## config.mk

```make
export PLATFORM = sky130hd
export DESIGN_NAME = pin_entry_controller
export DESIGN_NICKNAME = d
export VERILOG_FILES = /design/src/rtl/car_pkg.sv /design/src/rtl/pin_entry_controller_cycle_timer.sv /design/src/rtl/pin_entry_controller.sv
export SDC_FILE = /design/constraint.sdc
export NUM_CORES = 1
export LEC_CHECK = 0
export CAP_MARGIN = 0
export CORE_UTILIZATION = 49
export CTS_CLUSTER_SIZE = 30
export DETAILED_ROUTE_END_ITERATION = 12
export GPL_TIMING_DRIVEN = 0
export PLACE_DENSITY = 0.7
export REMOVE_ABC_BUFFERS = 1
export SETUP_SLACK_MARGIN = 0.05
export SLEW_MARGIN = 20
export SYNTH_ARGS = -nofsm -noshare
export SYNTH_HDL_FRONTEND = slang
export SYNTH_SLANG_ARGS = --single-unit
```

## constraint.sdc

```tcl
create_clock -name clk -period 3.33 [get_ports clk]
set_clock_uncertainty 0.1 [all_clocks]
set_input_delay 0.8325 -clock clk [delete_from_list [all_inputs] [get_ports clk]]
set_output_delay 0.8325 -clock clk [all_outputs]
set_load 0.02 [all_outputs]
```

## src/rtl/car_pkg.sv

```systemverilog
// Shared encodings for the keypad PIN entry front end.
package car_pkg;

  typedef enum logic [2:0] {
    ST_IDLE,
    ST_ENTRY,
    ST_SUBMIT,
    ST_UNLOCKED,
    ST_LOCKOUT
  } state_t;

  localparam logic [3:0] KEY_CLEAR = 4'd10;
  localparam logic [3:0] KEY_ENTER = 4'd11;
  localparam int PIN_W = 16;
  localparam int TMR_W = 16;

  function automatic logic is_digit(input logic [3:0] code);
    return code <= 4'd9;
  endfunction

endpackage

```

## src/rtl/pin_entry_controller_cycle_timer.sv

```systemverilog
// Loadable down-counter; done is high while the count sits at zero.
module cycle_timer
  import car_pkg::*;
(
  input  logic             clk,
  input  logic             rst_n,
  input  logic             load,
  input  logic             en,
  input  logic [TMR_W-1:0] load_val,
  output logic             done
);

  logic [TMR_W-1:0] cnt;

  always_ff @(posedge clk or negedge rst_n) begin
    if (!rst_n) begin
      cnt <= '0;
    end else if (load) begin
      cnt <= load_val;
    end else if (en && cnt != '0) begin
      cnt <= cnt - 1'b1;
    end
  end

  assign done = (cnt == '0);

endmodule

```

## src/rtl/pin_entry_controller.sv

```systemverilog
// Keypad PIN entry: digit accumulation, submit to passcode check, attempt
// tracking with timed lockout, and PIN hold while unlocked.
//
// state       | meaning
// ST_IDLE     | buffer empty, waiting for first digit
// ST_ENTRY    | collecting digits, idle timeout running
// ST_SUBMIT   | one cycle presenting pin, key_ok sampled
// ST_UNLOCKED | PIN accepted and held until CLEAR
// ST_LOCKOUT  | too many failures, all keys ignored
module pin_entry_controller
  import car_pkg::*;
#(
  parameter int DIGITS         = 4,
  parameter int MAX_ATTEMPTS   = 3,
  parameter int LOCKOUT_CYCLES = 1000,
  parameter int TIMEOUT_CYCLES = 5000
) (
  input  logic             clk,
  input  logic             rst_n,
  input  logic             key_valid,
  input  logic [3:0]       key_code,
  input  logic             key_ok,
  output logic [PIN_W-1:0] pin,
  output logic             pin_valid,
  output logic             unlocked,
  output logic             locked_out,
  output logic             error,
  output logic [2:0]       digit_count,
  output logic [1:0]       attempts_left
);

  localparam logic [2:0]       DIGITS_L  = 3'(DIGITS);
  localparam logic [1:0]       MAX_L     = 2'(MAX_ATTEMPTS);
  localparam logic [TMR_W-1:0] LO_LOAD   = TMR_W'(LOCKOUT_CYCLES - 1);
  localparam logic [TMR_W-1:0] TO_LOAD   = TMR_W'(TIMEOUT_CYCLES - 1);

  state_t           state, state_nxt;
  logic [PIN_W-1:0] acc, acc_nxt, acc_step;
  logic [2:0]       count_nxt;
  logic [1:0]       attempts_nxt;
  logic             error_nxt;
  logic             to_load, to_done, lo_load, lo_done;

  // acc*10 + digit via shifts; wraps at 16 bits
  assign acc_step = (acc << 3) + (acc << 1) + {{(PIN_W-4){1'b0}}, key_code};

  cycle_timer u_timeout (
    .clk      (clk),
    .rst_n    (rst_n),
    .load     (to_load),
    .en       (state == ST_ENTRY),
    .load_val (TO_LOAD),
    .done     (to_done)
  );

  cycle_timer u_lockout (
    .clk      (clk),
    .rst_n    (rst_n),
    .load     (lo_load),
    .en       (state == ST_LOCKOUT),
    .load_val (LO_LOAD),
    .done     (lo_done)
  );

  always_ff @(posedge clk or negedge rst_n) begin
    if (!rst_n) begin
      state         <= ST_IDLE;
      acc           <= '0;
      digit_count   <= '0;
      attempts_left <= MAX_L;
      error         <= 1'b0;
    end else begin
      state         <= state_nxt;
      acc           <= acc_nxt;
      digit_count   <= count_nxt;
      attempts_left <= attempts_nxt;
      error         <= error_nxt;
    end
  end

  always_comb begin
    state_nxt    = state;
    acc_nxt      = acc;
    count_nxt    = digit_count;
    attempts_nxt = attempts_left;
    error_nxt    = 1'b0;
    to_load      = 1'b0;
    lo_load      = 1'b0;
    unique case (state)
      ST_IDLE: begin
        if (key_valid && is_digit(key_code)) begin
          acc_nxt   = {{(PIN_W-4){1'b0}}, key_code};
          count_nxt = 3'd1;
          to_load   = 1'b1;
          state_nxt = ST_ENTRY;
        end
      end
      ST_ENTRY: begin
        if (key_valid) begin
          to_load = 1'b1;
          if (is_digit(key_code)) begin
            if (digit_count < DIGITS_L) begin
              acc_nxt   = acc_step;
              count_nxt = digit_count + 3'd1;
            end
          end else if (key_code == KEY_CLEAR) begin
            acc_nxt   = '0;
            count_nxt = '0;
            state_nxt = ST_IDLE;
          end else if (key_code == KEY_ENTER) begin
            if (digit_count == DIGITS_L) begin
              state_nxt = ST_SUBMIT;
            end else begin
              error_nxt = 1'b1;
              acc_nxt   = '0;
              count_nxt = '0;
              state_nxt = ST_IDLE;
            end
          end
        end else if (to_done) begin
          acc_nxt   = '0;
          count_nxt = '0;
          state_nxt = ST_IDLE;
        end
      end
      ST_SUBMIT: begin
        if (key_ok) begin
          attempts_nxt = MAX_L;
          state_nxt    = ST_UNLOCKED;
        end else begin
          error_nxt    = 1'b1;
          acc_nxt      = '0;
          count_nxt    = '0;
          attempts_nxt = attempts_left - 2'd1;
          if (attempts_left == 2'd1) begin
            lo_load   = 1'b1;
            state_nxt = ST_LOCKOUT;
          end else begin
            state_nxt = ST_IDLE;
          end
        end
      end
      ST_UNLOCKED: begin
        if (key_valid && key_code == KEY_CLEAR) begin
          acc_nxt   = '0;
          count_nxt = '0;
          state_nxt = ST_IDLE;
        end
      end
      ST_LOCKOUT: begin
        if (lo_done) begin
          attempts_nxt = MAX_L;
          state_nxt    = ST_IDLE;
        end
      end
      default: state_nxt = ST_IDLE;
    endcase
  end

  assign pin        = (state == ST_SUBMIT || state == ST_UNLOCKED) ? acc : '0;
  assign pin_valid  = (state == ST_SUBMIT);
  assign unlocked   = (state == ST_UNLOCKED);
  assign locked_out = (state == ST_LOCKOUT);

endmodule

```

# After elaboration in Yosys (flattened, before gate mapping)

Index checks and enable logic that the tools add are counted.

$add $sub $neg: 6
Magnitude comparators: 2
Eq/ne operators: 18
Multiplexer cells: 52
Reduce and logical (&&, ||, !) cells: 17

Operators by type and width:

| cell                    | number |
|---|---|
| $mux W16                | 15 |
| $pmux W16 S4            | 1 |
| $mux W3                 | 17 |
| $logic_not A16 Y1       | 2 |
| $reduce_bool A16 Y1     | 2 |
| $sub A16 B1 Y16 const B | 2 |
| $add A16 B16 Y16        | 1 |
| $add A16 B4 Y16         | 1 |
| $pmux W3 S5             | 1 |
| $pmux W3 S4             | 1 |
| $mux W1                 | 11 |
| $ne A5 B5 Y1 const B    | 2 |
| $eq A4 B4 Y1 const B    | 2 |
| $ne A4 B4 Y1 const B    | 2 |
| $reduce_and A8 Y1       | 1 |
| $eq A3 B2 Y1 const B    | 2 |
| $eq A3 B3 Y1 const B    | 2 |
| $mux W2                 | 3 |
| $ne A2 B2 Y1 const B    | 3 |
| $ne A3 B3 Y1 const B    | 2 |
| $reduce_and A6 Y1       | 1 |
| $reduce_bool A2 Y1      | 3 |
| $le A4 B4 Y1 const B    | 1 |
| $logic_and A1 B1 Y1     | 4 |
| other kinds (12)        | 13 |

Register bits: 57
Input bits: 8
Output and inout bits: 25
Logic and storage cells: 102

# Depth between registers and ports, before layout

Depth in word-level cells: 7
Mapped depth: 10
Gate-level depth less buffers: 10

# Modules after synthesis

A second synthesis with hierarchy kept.

Cell total of the unflattened synthesis: 500
Area total of the unflattened synthesis: 4,276.6 um2

Modules (own cells, without submodules):

| module                   | times used | cells an instance | area each (um2) | seq. area each (um2) |
|---|---|---|---|---|
| pin_entry_controller     | 1          | 252               | 2,158.3         | 628.1 |
| cycle_timer at u_timeout | 1          | 124               | 1,063.5         | 400.4 |
| cycle_timer at u_lockout | 1          | 124               | 1,054.8         | 400.4 |

# Worst setup path before layout

OpenSTA, ideal clock, no wires.

Path type: input -> register
Start point: input key_code[3]
End point: register acc[15]
Library setup time: 0.122 ns
Arrival: 3.230 ns
Data required time: 3.108 ns
Setup slack: -0.122 ns
Cell stages on the path: 10
Path buffers: 0
Cell sequence: inv_1 -> fa_1 -> inv_1 -> ha_1 -> a211oi_1 -> o211ai_1 -> a41oi_1 -> a21oi_1 -> or3_1 -> a32o_1

Longest elaborated chain between the ends: 5
Elaborated cells between the ends (all ways): 17
Those cells by class: 1 x add/sub; 1 x order compare; 7 x eq/ne; 5 x mux; 3 x reduce/logical

RTL lines:

| element                                         | line                                                                                 | text |
|---|---|---|
| from (decl)                                     | pin_entry_controller.sv:21                                                           | `input logic [3:0] key_code,` |
| $add A16 B4 Y16 or $eq A4 B4 Y1 (tied branches) | pin_entry_controller.sv:45, pin_entry_controller.sv:106, pin_entry_controller.sv:144 |  |
| $mux W16, on equally long branches              | pin_entry_controller.sv:102, pin_entry_controller.sv:106                             |  |
| $mux W16                                        | pin_entry_controller.sv:101                                                          | `if (is_digit(key_code)) begin` |
| $mux W16                                        | pin_entry_controller.sv:99                                                           | `if (key_valid) begin` |
| $pmux W16 S4                                    | pin_entry_controller.sv:89                                                           | `unique case (state)` |
| to (signal assigned)                            | pin_entry_controller.sv:74                                                           | `acc <= acc_nxt;` |
| to (decl)                                       | pin_entry_controller.sv:38                                                           | `logic [PIN_W-1:0] acc, acc_nxt, acc_step;` |

Parallel ways exist; a longest one is shown, timed or not. The select of a mux whose other input is x is not followed.
A chain may end at the register's enable or synchronous reset.

# Worst setup path in the final report

Start point: input key_code[3]
End point: register acc[12]

The elaborated chain is that of the path after synthesis.

==> results.toml <==
[placement]
dpl.hpwl_um = 5421
preCtsSetupSlack_ns = -1.046
gpl.final_weighted_congestion = 0.8107
placed_cells = 499
port-buffer-count = 32

[sta]
finalSetupViolations = 0
timing.final.hold_violations = 0
maxSlewViolCount = 0
rsz0062_at_grt = "false"
tightest_pin_transition_ns = 0.9080
setup-tns-final_ns = 0
final_period_minus_worst_setup_slack_ns = 3.144
max_freq_ghz = 0.3181
max-slew-margin-rel_pct = 39.06
period_share_pct = 94.41
fin_worst_hold_slack_ns = 0.3006
fin_worst_setup_slack_ns = 0.1862

[layout]
fillers = 648
layout.cells.non_filler = 521
final_net_count = 458
num_antenna_cells = 0
multi_input_gate_area_in_the_final_layout_um2 = 2197
area_growth_syn_to_layout_pct = 18.70
seq_area_um2 = 1429
post_route_cells_drive_above_1_share_pct = 10.19

[yosys]
dominant_synthesized_flop_cell = "sky130_fd_sc_hd__dfrtp_1"
postSynthRegisterBits = 57
synth.distinct_cells = 56
synth_async_sr_flop_share_pct = 100.0
netlist_area_um2 = 3686
synth.yosys.warnings = 0
post_synth_inst_count = 382
postSynthAreaPerCell_um2 = 9.649
synth_enable_flop_cells = 0
synth_seq_area_share_pct = 38.76

[pwr]
totalPowerFinal_uw = 2708
powerDensity_nw_per_um2 = 618.9
power.ir.vdd_worst_v = 0.0002936
leakagePower_uw = 0.001919

[route]
totalWireLength_um = 7641
drt_antenna_net_count = 0
drt_pre_antenna_iters = 4
wl_per_cell_um = 14.67
drt-vias-per-instance = 5.580
num_vias = 2907
drtIter0Drc = 129
drc_errors = 0

[outcome]
outcome = "complete, no violations"

[global_routing]
antenna_found_initial = 0
gr-total-overflow = 0
global_route.usage.total_pct = 21.49
vias_in_the_first_global_route = 2789
largest_net_degree_at_the_start_of_global_routing = 33
grt_first_pass_wirelength_um = 12940

[worst_setup_path]
r2r_cells = 7
critical_path_type = "in2reg"
crit_chain = "buf_4, inv_1, fa_1, inv_2, fa_2, a21o_1, a221oi_4, nor2_2, o41ai_2, xnor2_1, a22o_1"
endpoint_of_the_lowest_slack_register_to_register_path = "acc[9]"
cp.arrival_ns = 3.26
setup_crit_start_kind = "primary input"
timing.critical_path.slowest_cell_delay_ns = 0.55
critical_path.n_buffers_inverters = 3
r2r-start = "u_timeout.cnt[10]"
worst_setup_path_end_kind = "flop"
timing.critical_path.max_delay_family = "compound AO/OA/AOI/OAI gates"
cp_data_required_time_ns = 3.45
timing.critical_path.fanout_max = 6
max_stage_delay_cell_worst_path = "sky130_fd_sc_hd__fa_1"
setup.reg_to_reg.worst_slack_ns = 0.31

[min_path]
min_path_type = "in2async"

[die]
design.core.area_um2 = 7253
die_h_um = 88.73
num_io_pins = 33
floorplan.die.width_um = 88.73
floorplan.initialDensity_pct = 50.82
rows = 31
die_area_um2 = 7873

[clock_network]
cts-root-to-sink-buffers = 2
h_tree_lvls = 3
clock_insertion_delay_worst_skew_ns = 0.33
cts_tree = "built"
clk_root_buffer_cell = "sky130_fd_sc_hd__clkbuf_8"
cts_clk_pin_slew_worst_paths_ns = 0.07
postCtsHoldBufs = 0
sinks_on_clock_net = 57
cts_made_buffers = 9

[run]
maxCapViolations = 0
==> metrics by stage <==
step                      util, %  cell area (um^2)
after detailed placement    56.25              4080
after global routing        60.32              4375
after floorplan                 -              3618
final                       60.32              4375
after CTS                   59.76              4334
after global placement      56.01              4063
==> cells by family (layout without fill, tap and decap cells) <==
group	count (synthesis)	after routing	synth area share, %
XOR/XNOR	33	33	7.841
AND/OR/NAND/NOR	131	131	18.91
multiplexers	7	7	2.003
buffers and inverters	31	71	3.463
AO/OA/AOI/OAI	90	90	17.41
adder cells (fa/ha/maj)	33	33	11.61
flip-flops	57	57	38.76
==> state kept, by name, summed over array words and instances, names as in the netlist <==
name           count
acc               16
attempts_left      2
digit_count        3
error              1
state              3
u_lockout.cnt     16
u_timeout.cnt     16
==> how the worst max path moves through the flow <==
stage,start,cells after the start,slack [ns],endpoint
after floorplan,key_code[3],10,-0.12,acc[15]
after global placement,key_code[3],11,-0.99,acc[15]
after detailed placement,key_code[3],11,-1.05,acc[15]
after CTS,key_code[3],11,0.006,acc[15]
after global routing,key_code[3],11,0.05,acc[12]
final,key_code[3],11,0.19,acc[12]
==> cells in the final DEF (no fill, tap or decap), drive strengths merged, types with 16 or more instances in the layout <==
cell	instances
a21oi	19
and2	20
clkdlybuf4s50	28
dfrtp	55
ha	31
inv	16
nand2	22
nor2	30
xnor2	29
==> cells in the mapped netlist (4+ instances only) <==
cell type | number | share of area (%)
sky130_fd_sc_hd__o31ai_1 | 4 | 0.81
sky130_fd_sc_hd__inv_1 | 16 | 1.6
sky130_fd_sc_hd__a22o_1 | 15 | 3.6
sky130_fd_sc_hd__o211ai_1 | 5 | 1.0
sky130_fd_sc_hd__xnor2_1 | 29 | 6.9
sky130_fd_sc_hd__dfrtp_1 | 55 | 37
sky130_fd_sc_hd__nand2_1 | 22 | 2.2
sky130_fd_sc_hd__mux2i_1 | 4 | 1.1
sky130_fd_sc_hd__and3_1 | 4 | 0.68
sky130_fd_sc_hd__a21o_1 | 8 | 1.6
sky130_fd_sc_hd__nor2_1 | 30 | 3.1
sky130_fd_sc_hd__or4_1 | 6 | 1.2
sky130_fd_sc_hd__nand2b_1 | 4 | 0.68
sky130_fd_sc_hd__a21oi_1 | 19 | 2.6
sky130_fd_sc_hd__nand3_1 | 4 | 0.54
sky130_fd_sc_hd__nor4_1 | 7 | 1.2
sky130_fd_sc_hd__o21ai_0 | 10 | 1.4
sky130_fd_sc_hd__and2_1 | 20 | 3.4
sky130_fd_sc_hd__a211oi_1 | 6 | 1.2
sky130_fd_sc_hd__ha_1 | 31 | 11
sky130_fd_sc_hd__or3_1 | 9 | 1.5
sky130_fd_sc_hd__clkbuf_1 | 10 | 1.0
sky130_fd_sc_hd__xor2_1 | 4 | 0.95
sky130_fd_sc_hd__nor3_1 | 15 | 2.0
==> report_power, final <==
| group | internal (uW) | switching [uW] | total [uW] |
|---|---|---|---|
| clock | 330 | 285 | 615 |
| combinational | 525 | 652 | 1180 |
| sequential | 801 | 116 | 917 |
| total | 1660 | 1050 | 2710 |
==> worst reg2reg max path, cell delays in order (launching register included) <==
cell	delay [ns]
sky130_fd_sc_hd__dfrtp_1	0.40
sky130_fd_sc_hd__or4_4	0.58
sky130_fd_sc_hd__or4b_4	0.52
sky130_fd_sc_hd__o21ai_4	0.19
sky130_fd_sc_hd__o22ai_1	0.13
sky130_fd_sc_hd__a2111o_2	0.47
sky130_fd_sc_hd__buf_4	0.20
sky130_fd_sc_hd__mux2_1	0.32
==> cell type report <==
| type | count | share of cell area [%] |
|---|---|---|
| tap | 99 | 2.831 |
| clock buffer | 12 | 3.775 |
| multi-input combinational | 294 | 50.21 |
| timing repair buffer | 39 | 8.550 |
| sequential | 57 | 32.66 |
| inverter | 16 | 1.373 |
| clock inverter | 4 | 0.6005 |
==> what timing repair did <==
| item | in CTS | in global routing |
|---|---|---|
| buffers inserted | 3 | 3 |
| setup endpoints to repair | 31 | 22 |
| endpoints found under the hold margin | 0 | 0 |
| gates resized for setup | 12 | 10 |
| pin swaps | 2 | 10 |
==> layer usage <==
metal  vias up  share of wire [%]  track usage [%]
met5         -                  0                0
met3        10                2.3            3.265
met4         0                1.3            8.211
met1      1402                 47            27.81
li1       1454                  -                -
met2        41                 50            36.29
No activity file was read; power rests on OpenSTA's default activity.
==> variant 1, RTL diff (same settings) <==
Put a register stage on the outputs `pin`, `pin_valid`, `unlocked` and `locked_out`, without a reset. The values now appear one clock later. The other outputs are not delayed to match. Comments in the files are not updated.
--- a/src/rtl/pin_entry_controller.sv
+++ b/src/rtl/pin_entry_controller.sv
@@ -158,8 +158,10 @@
   end
 
-  assign pin        = (state == ST_SUBMIT || state == ST_UNLOCKED) ? acc : '0;
-  assign pin_valid  = (state == ST_SUBMIT);
-  assign unlocked   = (state == ST_UNLOCKED);
-  assign locked_out = (state == ST_LOCKOUT);
+  always_ff @(posedge clk) begin
+    pin        <= (state == ST_SUBMIT || state == ST_UNLOCKED) ? acc : '0;
+    pin_valid  <= (state == ST_SUBMIT);
+    unlocked   <= (state == ST_UNLOCKED);
+    locked_out <= (state == ST_LOCKOUT);
+  end
 
 endmodule
Check against the original RTL: not equivalent (a bounded check fails within 10 cycles, from zero or initial values and one cycle with rst_n low).
==> variant 1 against the unedited design <==
Synthesized cell count up 14%; sequential cell count up 19; worst setup slack worse by 0.039 ns; non-clock buffer count down 6; routed wire length up 20%; first-iteration DRC count up 20%; cell area up 14%; power up 3.7%; synthesized area up 18%; cell count up 11%; combinational power down 19%; via count up 16%; critical endpoint is now acc[14]$_DFFE_PN0P_.
==> variant 1: results (changes against the unedited design) <==
Clock Latency Late Sink 0.35 ns (+0.02 ns); Max Buffers Root-to-Sink 2 (unchanged); Worst-Margin Slew 0.845 ns (-0.0634 ns); Clock transition at path regs approximately 0.080 ns; syn_area_per_cell 10.0 µm² (+3.7%); largest net degree at the start of global routing 48 (+45%); Hold Path Class primary input to async pin; first-pass GRT wire length 15300 µm (+18%); dpl hpwl 6560 µm (+21%); wire per inst 15.9 µm (+8.1%); CTS HTree Levels 3 (unchanged); CP max-delay cell clkdlybuf4s50_1; Global Route Usage Sum 21.8% (+0.28 points); n_diodes 0 (unchanged); mux cell area share after synthesis 1.98% (-0.023 points); via count 3382 (+16%); DRT iter0 DRCs 155 (+20%); Yosys Warn Count 0 (unchanged); setup repair bufs after CTS 0 (-3); post-synthesis cell type count 72 (+29%); Post-Synth XOR/XNOR Area 4.42% (-3.4 points); register area share after synthesis 41.5% (+2.7 points); Placed Cells incl. Taps 563 (+13%); gpl congestion 0.862 (+6.3%); iteration count of the initial detailed-routing pass 5 (+1); static leakage 2.13 nW (+11%); Worst Path Max Fanout 6 (unchanged); Worst R2R Path Depth 9 (+2); Peak VDD IR 0.000296 V (+0.68%); Async SR Flop Fraction 75.0% (-25 points); top cells by area, synth dfrtp_1 (32%), ha_1 (8.9%), dfxtp_1 (8.7%), xor2_1 (2.8%), o31ai_1 (2.8%); Adder-Cell Fraction of Synth Area 9.81% (-1.8 points); top cells by count, synth dfrtp_1 (55), ha_1 (31), nand2_1 (25); final net count 507 (+11%); CP delay by family, top adder cells; Critical Path Max Stage Delay 0.58 ns (+0.03 ns); number of port buffers 32 (unchanged); status complete, no violations; final wirelength 9180 µm (+20%); vias in the first global route 3129 (+12%); Fillers 800 (+23%); proportion of layout cells with a drive suffix above 1 9.98% (-0.21 points); critical path arrival 3.32 ns (+0.06 ns); Compound-Gate Fraction of Synth Area 15.6% (-1.8 points)
==> variant 1: logic make-up after synthesis <==
kind of cell,count (synthesis)
simple gates,169
compound gates,97
flops,76
fa+ha+maj,33
buf+inv,31
xor+xnor,22
mux,8
==> variant 1: through the flow <==
stage / worst slack [ns] / power (mW) / area (µm²)
global placement: -0.647 / 2.02 / 4740
finish: 0.147 / 2.81 / 4990
global route: 0.0536 / 3.00 / 4990
floorplan: 0.238 / 1.80 / 4280
CTS: 0.112 / 2.82 / 4990
detailed placement: -0.671 / 2.06 / 4760
==> variant 1: worst paths after layout <==
kind | from | end | slack, ns
worst max-delay path | key_code[2] | acc[14]$_DFFE_PN0P_ | 0.15
worst min-delay path | rst_n | acc[9]$_DFFE_PN0P_ | 0.22
worst min register to register | u_lockout.cnt[9]$_DFFE_PN0P_ | u_lockout.cnt[9]$_DFFE_PN0P_ | 0.39
min in group clk | u_lockout.cnt[9]$_DFFE_PN0P_ | u_lockout.cnt[9]$_DFFE_PN0P_ | 0.39
max in group asynchronous | rst_n | attempts_left[0]$_DFFE_PN1P_ | 2.38
worst max register to register | acc[0]$_DFFE_PN0P_ | acc[14]$_DFFE_PN0P_ | 0.62
==> variant 1: per-layer routing <==
metal | vias to the layer above | wire, µm | GRT usage, %
met5 | - | 0 | 0
met4 | 0 | 133 | 8.09
met3 | 12 | 312 | 4.03
met2 | 60 | 4030 | 32.7
met1 | 1638 | 4700 | 31.2
li1 | 1672 | - | -
==> variant 1: worst reg2reg max path: stages, from the launching register on <==
cell,delay [ns]
dfrtp_1,0.38
inv_1,0.09
fa_1,0.51
inv_1,0.07
fa_1,0.49
a211oi_2,0.28
o21ai_1,0.17
a31oi_1,0.23
xnor2_1,0.10
a22o_1,0.19
==> variant 1: repair_timing <==
item,CTS,global route
pin swaps,0,1
endpoints found under the setup margin,9,5
gates resized for setup,5,3
==> variant 1: report_power, final <==
| part | internal [mW] | switching, mW | total, mW |
|---|---|---|---|
| Combinational | 0.384 | 0.573 | 0.957 |
| Sequential | 1.00 | 0.102 | 1.10 |
| Clock | 0.408 | 0.338 | 0.746 |
| Total | 1.80 | 1.01 | 2.81 |
==> variant 1: cell type report <==
class | instances | area (µm²) | area share, %
clock buffers | 13 | 169 | 3.39
clock inverters | 3 | 43.8 | 0.878
inverters | 17 | 63.8 | 1.28
multi-input cells | 329 | 2430 | 48.6
flip-flops and latches | 76 | 1810 | 36.3
well taps | 108 | 135 | 2.71
repair buffers | 33 | 340 | 6.82
==> variant 2, RTL diff (same flow settings) <==
Without the edit above. `TMR_W`: 16 -> 32.
--- a/src/rtl/car_pkg.sv
+++ b/src/rtl/car_pkg.sv
@@ -13,5 +13,5 @@
   localparam logic [3:0] KEY_ENTER = 4'd11;
   localparam int PIN_W = 16;
-  localparam int TMR_W = 16;
+  localparam int TMR_W = 32;
 
   function automatic logic is_digit(input logic [3:0] code);
Check against the original RTL: same outputs for any inputs over 4 cycles, from zero or initial values and one cycle with rst_n low; that may be too few to reach the edited logic, so the function may still have changed.
==> variant 2 against the unedited design <==
Clock power up 79%; highest routed layer unchanged; critical endpoint is now acc[13]$_DFFE_PN0P_; sequential cell count rose by 32; power rose by 35%; via count is 57% higher; synthesized area is 53% higher; cell area rose by 47%; routed wire length rose by 61%; worst setup slack improved by 0.012 ns.
==> variant 2: results (changes against the unedited design) <==
iteration count of the initial detailed-routing pass 4 (unchanged); Largest regs u_lockout.cnt: 32 flops, u_timeout.cnt: 32 flops, acc: 16 flops; DRT iter0 DRCs 216 (+67%); Worst R2R Path Depth 8 (+1); cts bufs inserted 9 (unchanged); sw frac 35.1% (-3.8 points); worst r2r dst acc[1]$_DFFE_PN0P_; M1 WL 5980 µm (+68%); grt total ovfl 0 (unchanged); Global Route Usage Sum 22.8% (+1.3 points); Placed Cells incl. Taps 749 (+50%); r2r setup slk 0.42 ns (+0.11 ns); Peak VDD IR 0.000295 V (+0.59%); Worst Path Max Fanout 7 (+1); metal2 WL 5820 µm (+53%); Clock transition at path regs 0.07 ns (about the same); register area share after synthesis 39.5% (+0.77 points); highest routing layer actually used met4; slew margin rel. 45.0% (+5.9 points); gpl congestion 0.860 (+6.1%); first-pass GRT wire length 21100 µm (+63%); CTS HTree Levels 3 (unchanged); Max Buffers Root-to-Sink 2 (unchanged); Most used DFF post-synth dfrtp_1; post-place setup slack -0.777 ns (+0.268 ns); top cells by count, synth dfrtp_1 (87), nor2_1 (53), nand2_1 (50); non-filler instance count after layout 768 (+47%); final net count 664 (+45%); top cells by area, synth dfrtp_1 (39%), ha_1 (6.9%), xor2_1 (4.0%), xnor2_1 (3.6%), nor2_1 (3.5%); dpl hpwl 8680 µm (+60%); via count 4567 (+57%); static leakage 2.76 nW (+44%); post-synthesis cell type count 70 (+25%); Reg2Reg Launch Point u_timeout.cnt[0]$_DFFE_PN0P_; number of port buffers 32 (unchanged); antenna violations before repair 0 (unchanged); Post-Syn Instances 597 (+56%); Async SR Flop Fraction 100% (unchanged); status complete, no violations; proportion of layout cells with a drive suffix above 1 9.08% (-1.1 points); wire per inst 16.0 µm (+9.1%); placed cell areas 6080 µm² (+49%); Hold Path Class primary input to async pin; met3 WL 313 µm (+80%); Yosys Warn Count 0 (unchanged); area leader, netlist dfrtp_1; Clock Latency Late Sink 0.35 ns (+0.02 ns); vias in the first global route 4440 (+59%); clock root buffer clkbuf_16; n_diodes 0 (unchanged); largest net degree at the start of global routing 68 (+110%)
==> variant 2: power by group through the flow <==
stage               Sequential [mW]  Combinational [mW]  Clock [mW]
floorplan                      1.38               0.806           0
CTS                            1.39                1.14        1.13
finish                         1.39                1.15        1.10
global placement               1.40                1.07           0
detailed placement             1.41                1.12           0
global route                   1.42                1.30        1.17
==> variant 2: worst max path at each step <==
| stage | cells past startpoint | endpoint | slack (ns) | start |
|---|---|---|---|---|
| 2_1_floorplan | 10 | acc[13]$_DFFE_PN0P_ | 0.20 | key_code[3] |
| 3_3_place_gp | 1 | acc[10]$_DFFE_PN0P_ | -1.99 | rst_n |
| 3_5_place_dp | 7 | acc[1]$_DFFE_PN0P_ | -0.78 | key_code[3] |
| 4_1_cts | 4 | pin_valid | 0.07 | state[1]$_DFFE_PN0P_ |
| 5_1_grt | 11 | acc[13]$_DFFE_PN0P_ | 0.10 | key_code[3] |
| 6_report | 11 | acc[13]$_DFFE_PN0P_ | 0.20 | key_code[3] |
==> variant 2: logic make-up after synthesis <==
group / synth area share, %
AO/OA/AOI/OAI: 15.3
XOR/XNOR: 7.61
adder cells (fa/ha/maj): 7.59
buffers and inverters: 3.31
flip-flops: 39.5
multiplexers: 1.33
AND/OR/NAND/NOR: 25.3
==> variant 2: critical path, stage by stage <==
cell             delay [ns]
clkdlybuf4s15_2        0.25
inv_1                  0.07
fa_1                   0.53
inv_1                  0.06
ha_1                   0.29
a21o_1                 0.20
nand4_1                0.14
a21oi_2                0.10
o211a_1                0.23
or3_1                  0.32
a32o_1                 0.25
==> variant 2: through the flow <==
stage	total power [mW]	hold WS (ns)
floorplan	2.19	0.358
global placement	2.48	0.384
detailed placement	2.53	0.402
CTS	3.67	0.229
global route	3.89	0.241
finish	3.65	0.232
==> variant 2: what timing repair did <==
action | in CTS | in global routing
pin swaps | 1 | 1
endpoints found under the setup margin | 36 | 4
resized for setup | 8 | 3
buffers inserted | 1 | 2
==> variant 2: cell type report <==
class	instances	area, µm²
sequential	89	2230
clock inverter	5	78.8
clock buffer	11	243
fill	968	4580
tap	140	175
timing repair buffer	39	395
inverter	20	75.1
multi-input combinational	464	3250
==> variant 2: routing by layer <==
metal / vias up / track usage, %
li1: 2236 / -
met1: 2244 / 30.9
met2: 73 / 36.7
met3: 14 / 3.35
met4: 0 / 8.95
met5: - / 0
